===== src/rtl/regfile_pkg.sv =====
// regfile_pkg: shared defaults, the NONE register ID and the dump FSM state type
package regfile_pkg;
  localparam int DATA_W_DEF = 64;
  localparam int ID_W_DEF = 4;
  localparam int NREG_DEF = 15;
  localparam logic [ID_W_DEF-1:0] NONE_ID = '1;
  typedef enum logic {DUMP_IDLE, DUMP_RUN} dump_state_t;
endpackage


===== src/rtl/regfile_dump_seq.sv =====
// regfile_dump_seq: streams r[0..NREG-1] out one register per cycle for the debug path
module regfile_dump_seq
  import regfile_pkg::*;
#(
  parameter int DATA_W = DATA_W_DEF,
  parameter int NREG = NREG_DEF,
  parameter int ID_W = ID_W_DEF
) (
  input  logic              clock,
  input  logic              reset,
  input  logic              dump_req,
  output logic [ID_W-1:0]   rd_idx,
  input  logic [DATA_W-1:0] rd_data,
  output logic              dump_busy,
  output logic              dump_valid,
  output logic [ID_W-1:0]   dump_idx,
  output logic [DATA_W-1:0] dump_data
);
  localparam logic [ID_W-1:0] LAST = ID_W'(NREG - 1);
  dump_state_t state, state_n;
  logic advance;
  // dump_idx doubles as the counter; rd_idx looks one beat ahead so data is registered with it
  always_comb begin
    rd_idx = state == DUMP_RUN ? dump_idx + 1'b1 : '0;
    advance = state == DUMP_RUN ? dump_idx != LAST : dump_req;
    state_n = advance ? DUMP_RUN : DUMP_IDLE;
  end
  always_ff @(posedge clock)
    if (reset) begin
      state <= DUMP_IDLE;
      dump_valid <= 1'b0;
      dump_idx <= '0;
      dump_data <= '0;
    end else begin
      state <= state_n;
      dump_valid <= advance;
      if (advance) begin
        dump_idx <= rd_idx;
        dump_data <= rd_data;
      end
    end
  assign dump_busy = state == DUMP_RUN;
endmodule


===== src/rtl/regfile_mp.sv =====
// regfile_mp: two-write/two-read register file with read hold and a sequential dump port
// REGFILE_BYPASS_EN: reads at the edge of a write return the new data (E over M)
module regfile_mp
  import regfile_pkg::*;
#(
  parameter int DATA_W = DATA_W_DEF,
  parameter int NREG = NREG_DEF,
  parameter int ID_W = ID_W_DEF
) (
  input  logic              clock,
  input  logic              reset,
  input  logic [ID_W-1:0]   dst_m,
  input  logic [DATA_W-1:0] val_m,
  input  logic [ID_W-1:0]   dst_e,
  input  logic [DATA_W-1:0] val_e,
  input  logic [ID_W-1:0]   src_a,
  input  logic [ID_W-1:0]   src_b,
  input  logic              stall,
  output logic [DATA_W-1:0] val_a,
  output logic [DATA_W-1:0] val_b,
  input  logic              dump_req,
  output logic              dump_busy,
  output logic              dump_valid,
  output logic [ID_W-1:0]   dump_idx,
  output logic [DATA_W-1:0] dump_data
);
  localparam logic [ID_W-1:0] NONE = '1;
  localparam logic [ID_W-1:0] NREG_ID = ID_W'(NREG);
  logic [DATA_W-1:0] r [NREG];
  logic [DATA_W-1:0] rd_a, rd_b, dump_rd_data;
  logic [ID_W-1:0] dump_rd_idx;
  function automatic logic [DATA_W-1:0] read_port(input logic [ID_W-1:0] src);
`ifdef REGFILE_BYPASS_EN
    return src >= NREG_ID ? '0 : dst_e == src ? val_e : dst_m == src ? val_m : r[src];
`else
    return src >= NREG_ID ? '0 : r[src];
`endif
  endfunction
  always_comb begin
    rd_a = read_port(src_a);
    rd_b = read_port(src_b);
    dump_rd_data = dump_rd_idx < NREG_ID ? r[dump_rd_idx] : '0;
  end
  // NONE is never below NREG, so an index match alone implies a valid write
  always_ff @(posedge clock)
    for (int i = 0; i < NREG; i++)
      if (reset) r[i] <= '0;
      else if (dst_e == ID_W'(i)) r[i] <= val_e;
      else if (dst_m == ID_W'(i)) r[i] <= val_m;
  always_ff @(posedge clock)
    if (reset) begin
      val_a <= '0;
      val_b <= '0;
    end else if (!stall) begin
      if (src_a != NONE) val_a <= rd_a;
      if (src_b != NONE) val_b <= rd_b;
    end
  regfile_dump_seq #(.DATA_W(DATA_W), .NREG(NREG), .ID_W(ID_W)) u_dump (
    .clock(clock),
    .reset(reset),
    .dump_req(dump_req),
    .rd_idx(dump_rd_idx),
    .rd_data(dump_rd_data),
    .dump_busy(dump_busy),
    .dump_valid(dump_valid),
    .dump_idx(dump_idx),
    .dump_data(dump_data)
  );
endmodule


===== config.mk =====
export PLATFORM = sky130hd
export DESIGN_NAME = regfile_mp
export DESIGN_NICKNAME = d
export VERILOG_FILES = /design/src/rtl/regfile_pkg.sv /design/src/rtl/regfile_dump_seq.sv /design/src/rtl/regfile_mp.sv
export SDC_FILE = /design/constraint.sdc
export NUM_CORES = 2
export LEC_CHECK = 0
export CAP_MARGIN = 30
export CORE_MARGIN = 2
export CORE_UTILIZATION = 30
export CTS_BUF_LIST = sky130_fd_sc_hd__clkbuf_16
export CTS_CLUSTER_DIAMETER = 80
export CTS_CLUSTER_SIZE = 12
export DETAILED_ROUTE_END_ITERATION = 7
export SETUP_SLACK_MARGIN = 0.02
export SKIP_LAST_GASP = 1
export SYNTH_ARGS = -nofsm -noshare
export SYNTH_HDL_FRONTEND = slang
export SYNTH_HIERARCHICAL = 1
export SYNTH_SLANG_ARGS = --single-unit

===== constraint.sdc =====
create_clock -name clock -period 4.35 [get_ports clock]
set_input_delay 0.435 -clock clock [delete_from_list [all_inputs] [get_ports clock]]
set_output_delay 0.435 -clock clock [all_outputs]
set_load 0.01 [all_outputs]

# Word level (Yosys, flattened, before mapping)
# Memory sizes are Yosys's and may differ from the RTL's. A register that Yosys moved wholly into a read port is not among the register bits.
# Index checks and enable logic that the tools add are counted.
# totals
wordCells	211
ramBits	960
input_bits	148
ff_bits	6
out_inout_bits	198
memories	1
# classes
n_eq_ne	31
muxes	140
n_reduce_logical	4
n_addsub	1
bitwise	31
# mem_list
name	words	width	read_ports	rd_clocked_by_memory_dff	wr	line_no	rtl
r	15	64	3	3	15	regfile_mp.sv:29	logic [DATA_W-1:0] r [NREG];
# op_table
operator	count
$mux 64	30
$mux 1	109
$eq 4x4->1 const B	14
$eq 4x3->1 const B	8
$or 1x1->1	30
$eq 4x2->1 const B	4
$ne 4x4->1 const B	3
$eq 4x1->1 const B	2
$logic_not 4->1	2
$add 4x1->4 const B	1
$mux 4	1
$reduce_and 2->1	2
$not 1->1	1

# Depth between registers and ports, before layout
# logic_depth
ltp_word	6
depth_mapped	12
depth_no_buf	9

# Modules after synthesis
# The synthesis kept the hierarchy.
# modules_own_cells
module	seq_area_each_um2	cells_per_inst	area_each_um2	n_inst
regfile_mp	31390.1	4652	65760.6	1
regfile_dump_seq	1381.3	311	3123.0	1

# Worst setup path before layout
# Ideal clock, no wire load.
# synth_timing
kind	input-to-reg
start	input port reset
end	memory r[2][0] (netlist bit) (enable)
stages	5
t_required_ns	3.913
setup_slack_ns	0.808
path_buffers	4
arrival_time_ns	3.105
cell_sequence	buf_2 clkbuf_1 clkbuf_1 clkbuf_1 a311o_1
# synth_lines
element	line_no	rtl
start: declaration	regfile_mp.sv:11	input logic reset,
end: declaration	regfile_mp.sv:29	

# Final worst setup path
# layout_timing
start	register u_dump.dump_idx[0]
end	register u_dump.dump_data[42], read port of r
# layout_via
elab_chain_cells	2
word_cells_on_any_way	4
# layout_rtl
element	line_no	rtl
start: declaration	regfile_dump_seq.sv:16	output logic [ID_W-1:0] dump_idx,
start signal: assignment	regfile_dump_seq.sv:38	dump_idx <= rd_idx;
$add 4x1->4	regfile_dump_seq.sv:24	rd_idx = state == DUMP_RUN ? dump_idx + 1'b1 : '0;
$mux 4	regfile_dump_seq.sv:24	
net dump_rd_idx[1]	regfile_mp.sv:31	logic [ID_W-1:0] dump_rd_idx;
end: declaration	regfile_dump_seq.sv:17	output logic [DATA_W-1:0] dump_data
# The timed path passes the listed nets, and every way through them passes these cells.
# A chain may end at the register's enable or synchronous reset.

==> metrics.txt <==
# TYPE chip_impl_metric gauge
chip_impl_metric{name="h-tree-depth",unit=""} 3
chip_impl_info{name="path_class",value="reg2reg"} 1
chip_impl_metric{name="number_of_antenna_violations_at_the_first_check_in_global_routing",unit=""} 49
chip_impl_metric{name="yosys.area.top_type_share",unit=""} 0.418
chip_impl_metric{name="holdBufCountCts",unit=""} 0
chip_impl_metric{name="cp_slowest_stage_delay",unit="ns"} 0.48
chip_impl_metric{name="max-vdd-ir-drop",unit="V"} 0.000300
chip_impl_info{name="synth_flop_cell",value="edfxtp_1"} 1
chip_impl_metric{name="grt_use_met2",unit=""} 0.394
chip_impl_metric{name="max_freq",unit="GHz"} 0.306
chip_impl_metric{name="tritoncts_num_sinks",unit=""} 1157
chip_impl_info{name="timing.hold.worst.class",value="in2reg"} 1
chip_impl_info{name="worst_setup_path_start_kind",value="register"} 1
chip_impl_metric{name="clkTransAtPathRegs",unit="ns"} 0.07
chip_impl_metric{name="routed_vias",unit=""} 54000
chip_impl_metric{name="synth.distinct_cells",unit=""} 60
chip_impl_info{name="synth.top_cells.by_area",value="edfxtp_1, mux4_2, a22o_1, mux2i_1, dfxtp_1"} 1
chip_impl_metric{name="gr-usage-met1",unit=""} 0.317
chip_impl_info{name="regToRegEndpoint",value="u_dump/dump_data[42]$_SDFFE_PP0P_"} 1
chip_impl_metric{name="clock_skew",unit="ns"} 0.0357
chip_impl_metric{name="worst_hold_path.num_cells",unit=""} 2
chip_impl_metric{name="postSynthCellCount",unit=""} 4963
chip_impl_info{name="cp-end-kind",value="register"} 1
chip_impl_metric{name="synth_warnings",unit=""} 6
chip_impl_metric{name="cts.path.max_buffers",unit=""} 3
chip_impl_metric{name="place.detailed.hpwl",unit="um"} 178000
chip_impl_metric{name="netlist_area",unit="sq mm"} 0.0689
chip_impl_info{name="crit_chain",value="inv_1 -> ha_1 -> nor2b_4 -> buf_12 -> buf_12 -> mux4_2 -> mux2i_1 -> o22ai_1 -> nand2b_1 -> mux2i_1"} 1
chip_impl_info{name="cts_tree",value="done"} 1
chip_impl_metric{name="pin_slew_with_the_least_headroom_to_its_limit",unit="ns"} 1.15
chip_impl_metric{name="track_usage",unit=""} 0.255
chip_impl_metric{name="fraction_of_the_yosys_area_taken_by_sequential_cells",unit=""} 0.476
chip_impl_metric{name="timing.hold.ws",unit="ns"} 0.201
chip_impl_info{name="startpoint_of_the_most_critical_hold_path",value="reset"} 1
chip_impl_info{name="critical_path.slowest_cell",value="dfxtp_1"} 1
chip_impl_info{name="cpLargestDelayFamily",value="buffers and inverters"} 1
chip_impl_metric{name="drtPass1Iterations",unit=""} 7
chip_impl_metric{name="post_route_cells_drive_above_1_share",unit=""} 0.216
chip_impl_metric{name="grt.met3_usage",unit=""} 0.0707
chip_impl_metric{name="post-route-drc-count",unit=""} 0
chip_impl_metric{name="die_h",unit="um"} 483
chip_impl_metric{name="synth.avg_cell_area",unit="sq um"} 13.9
chip_impl_metric{name="postCtsSetupRepairBufs",unit=""} 0
chip_impl_metric{name="synth_enable_flop_cells",unit=""} 960
chip_impl_metric{name="detailedRoute.firstIterationViolations",unit=""} 8409
chip_impl_metric{name="layout-area-overhead-vs-synth",unit="%"} 14.9
chip_impl_metric{name="final-max-slew-violation-count",unit=""} 0
chip_impl_metric{name="io-pin-count",unit=""} 346
chip_impl_metric{name="via_per_inst",unit=""} 6.70
chip_impl_metric{name="timing.critical_path.fanout_max",unit=""} 88
chip_impl_metric{name="x_dimension_of_the_die",unit="um"} 483
chip_impl_metric{name="synth_nets",unit=""} 5113
chip_impl_metric{name="cts_made_buffers",unit=""} 108
chip_impl_info{name="globalRoute.busiestLayer",value="met2"} 1
chip_impl_info{name="grt_setup_unrepaired",value="false"} 1
chip_impl_metric{name="ant_nets",unit=""} 0
chip_impl_metric{name="grt_overflow_total",unit=""} 0
chip_impl_metric{name="finalSetupViolCount",unit=""} 0
chip_impl_metric{name="tns",unit="ns"} 0
chip_impl_metric{name="required_time_reported_for_the_critical_path_endpoint",unit="ns"} 4.96
chip_impl_metric{name="timing.final.hold_violations",unit=""} 0
chip_impl_metric{name="ff2ff_path_depth",unit=""} 10
chip_impl_metric{name="ff2ff_setup_slack",unit="ns"} 1.09
chip_impl_metric{name="io_buffers",unit=""} 345
chip_impl_metric{name="synth-compound-area-share",unit=""} 0.176
chip_impl_metric{name="slew-limit-headroom",unit=""} 0.231
chip_impl_metric{name="number_of_standard_cell_rows_in_the_floorplan",unit=""} 175
chip_impl_info{name="critical_path.reg2reg.startpoint",value="u_dump/dump_idx[0]$_SDFFE_PP0P_"} 1
chip_impl_metric{name="routed_wirelength",unit="um"} 309000
chip_impl_metric{name="detail_route.wl_per_cell",unit="um"} 38.2
chip_impl_info{name="synth_top_family_by_area",value="multiplexers"} 1
chip_impl_info{name="status",value="complete, no violations"} 1
chip_impl_metric{name="powerDensity",unit="mW/mm^2"} 358
chip_impl_metric{name="critPathBufInv",unit=""} 3
chip_impl_metric{name="cts_repair_resize_count",unit=""} 0
chip_impl_info{name="synth.largest_area_cell",value="edfxtp_1"} 1
chip_impl_metric{name="floorplan.initialDensity",unit=""} 0.302
chip_impl_metric{name="ys_async_sr_fraction",unit=""} 0
chip_impl_metric{name="grt_pass1_wl",unit="um"} 426000
chip_impl_metric{name="timing.final.crit_period",unit="ns"} 3.26
chip_impl_metric{name="globalplace.congestion",unit=""} 0.885
chip_impl_metric{name="worst_ep_arrival_time",unit="ns"} 3.88
chip_impl_metric{name="finalCritPeriodShare",unit=""} 0.750
chip_impl_metric{name="die-area",unit="sq mm"} 0.233
chip_impl_info{name="root_buffer",value="clkbuf_16"} 1
chip_impl_info{name="worstHoldEndpoint",value="val_b[23]$_SDFFE_PP0P_"} 1
chip_impl_metric{name="simple_gate_share_of_the_synthesized_area",unit=""} 0.0381
chip_impl_metric{name="finish.net_count",unit=""} 5094
chip_impl_metric{name="grt_max_degree",unit=""} 107
chip_impl_metric{name="post-layout-total-power",unit="mW"} 28.3
chip_impl_metric{name="leakagePower",unit="nW"} 26.1
chip_impl_metric{name="synth_xor_xnor_area_share",unit=""} 0.000254
chip_impl_metric{name="post_synth_mux_area_share",unit=""} 0.267
chip_impl_metric{name="timing.max_cap.violations",unit=""} 0
chip_impl_metric{name="vias_in_the_first_global_route",unit=""} 52700
chip_impl_metric{name="clock_latency_reported_for_the_late_side_of_the_worst_skew_pair",unit="ns"} 0.77
chip_impl_metric{name="synthAdderAreaFrac",unit=""} 0.000363
chip_impl_metric{name="core-area",unit="sq mm"} 0.228
chip_impl_metric{name="ys_ff_latch",unit=""} 1157
synth_stat cells (3+ instances only):
cell / instances
a222oi_1: 22
or3_1: 12
buf_4: 30
and2_1: 3
nor2_2: 4
a2111oi_0: 47
buf_2: 168
mux4_2: 564
nor4_4: 3
buf_1: 37
a311oi_1: 7
a21oi_1: 16
a211oi_1: 62
nand3_1: 5
o22ai_1: 162
or2_1: 4
dfxtp_1: 197
nor3_1: 4
a22oi_1: 13
inv_1: 5
mux2i_1: 404
nor4_1: 16
edfxtp_1: 960
nand2b_1: 140
nand2_1: 163
o211ai_1: 52
a22o_1: 960
nor2b_1: 35
mux2_2: 144
nor3_2: 6
buf_6: 21
o21ai_0: 89
nor2_1: 97
o21ai_1: 79
nor3_4: 3
clkbuf_1: 398
or2_2: 3
logic make-up (layout without fill, tap and decap cells):
group           after synthesis  in the layout
compound gates             1522           1522
xor+xnor                      2              2
fa+ha+maj                     2              2
buf+inv                     661            730
flops                      1157           1157
mux                        1112           1112
other cells                   0             25
simple gates                507            507
worst reg2reg max path: stages, from the launching register on:
cell	delay, ns
dfxtp_1	0.48
inv_1	0.10
ha_1	0.33
nor2b_4	0.34
buf_12	0.38
buf_12	0.51
mux4_2	0.37
mux2i_1	0.26
o22ai_1	0.17
nand2b_1	0.13
mux2i_1	0.07
layout make-up:
class                      count  area (sq um)
fill                       21800        149000
inverter                       6          25.0
tap                         3009          3760
antenna                       25          62.6
timing repair buffer         526          5850
sequential                  1157         32800
multi-input combinational   3145         33500
clock inverter                87           379
clock buffer                 111          2780
per-stage QoR:
stage	setup slack [ns]	std cells	utilization	area [sq um]
after floorplan	0.808	4963	-	68900
after global placement	0.784	7841	0.333	75900
after detailed placement	0.748	7842	0.333	75900
after CTS	1.18	8040	0.347	79100
after global routing	1.04	8055	0.347	79100
final	1.09	8066	0.347	79200
layer usage:
layer / up-vias / part of all wire
met3: 1061 / 0.13
met1: 27600 / 0.35
met5: - / 0.00085
met4: 40 / 0.069
met2: 4633 / 0.45
li1: 20700 / -
worst max path at each step:
stage | from | end | slack [ns] | cells after the start
CTS | u_dump/dump_idx[0]$_SDFFE_PP0P_ | u_dump/dump_data[42]$_SDFFE_PP0P_ | 1.18 | 10
detailed placement | dst_e[2] | r[4][46]$_DFFE_PP_ | 0.75 | 5
global route | u_dump/dump_idx[0]$_SDFFE_PP0P_ | u_dump/dump_data[42]$_SDFFE_PP0P_ | 1.04 | 10
floorplan | reset | r[2][0]$_DFFE_PP_ | 0.81 | 5
finish | u_dump/dump_idx[0]$_SDFFE_PP0P_ | u_dump/dump_data[42]$_SDFFE_PP0P_ | 1.09 | 10
global placement | dst_e[3] | r[4][46]$_DFFE_PP_ | 0.78 | 5
registers in the layout (all words and copies together), names as in the netlist:
name,count
u_dump/dump_data,64
r,960
u_dump/dump_idx,4
val_a,64
u_dump/dump_valid,1
val_b,64
where the power goes:
part,switching [mW],internal [mW],leakage [nW]
sequential,0.823,13.0,11.0
combinational,2.93,2.44,13.2
clock,4.52,4.63,1.84
layout by cell type, fill, tap and decap left out, types with 3 or more instances in the layout:
cell type and count:
clkdlybuf4s50_1 335, clkbuf_16 111, nor2_1 83, buf_12 80, or3_4 9, nor2_4 18
nand2_1 159, nor3_4 8, nor4_4 3, nand2b_1 140, inv_1 85, a21oi_4 3
nor4_1 16, o22ai_1 162, buf_4 102, nand3_1 3, a311oi_1 7, mux2i_1 404
a211oi_1 62, diode_2 25, mux2_2 144, nor2b_1 31, a21oi_1 13, a2111oi_0 47
nor3_1 4, edfxtp_1 960, a22oi_1 13, dfxtp_1 197, o21ai_0 89, mux4_2 564
or2_1 4, buf_8 5, o211ai_1 52, o21ai_1 79, nand2_4 3, a22o_1 960
a222oi_1 22
No activity file was read; power rests on OpenSTA's default activity.
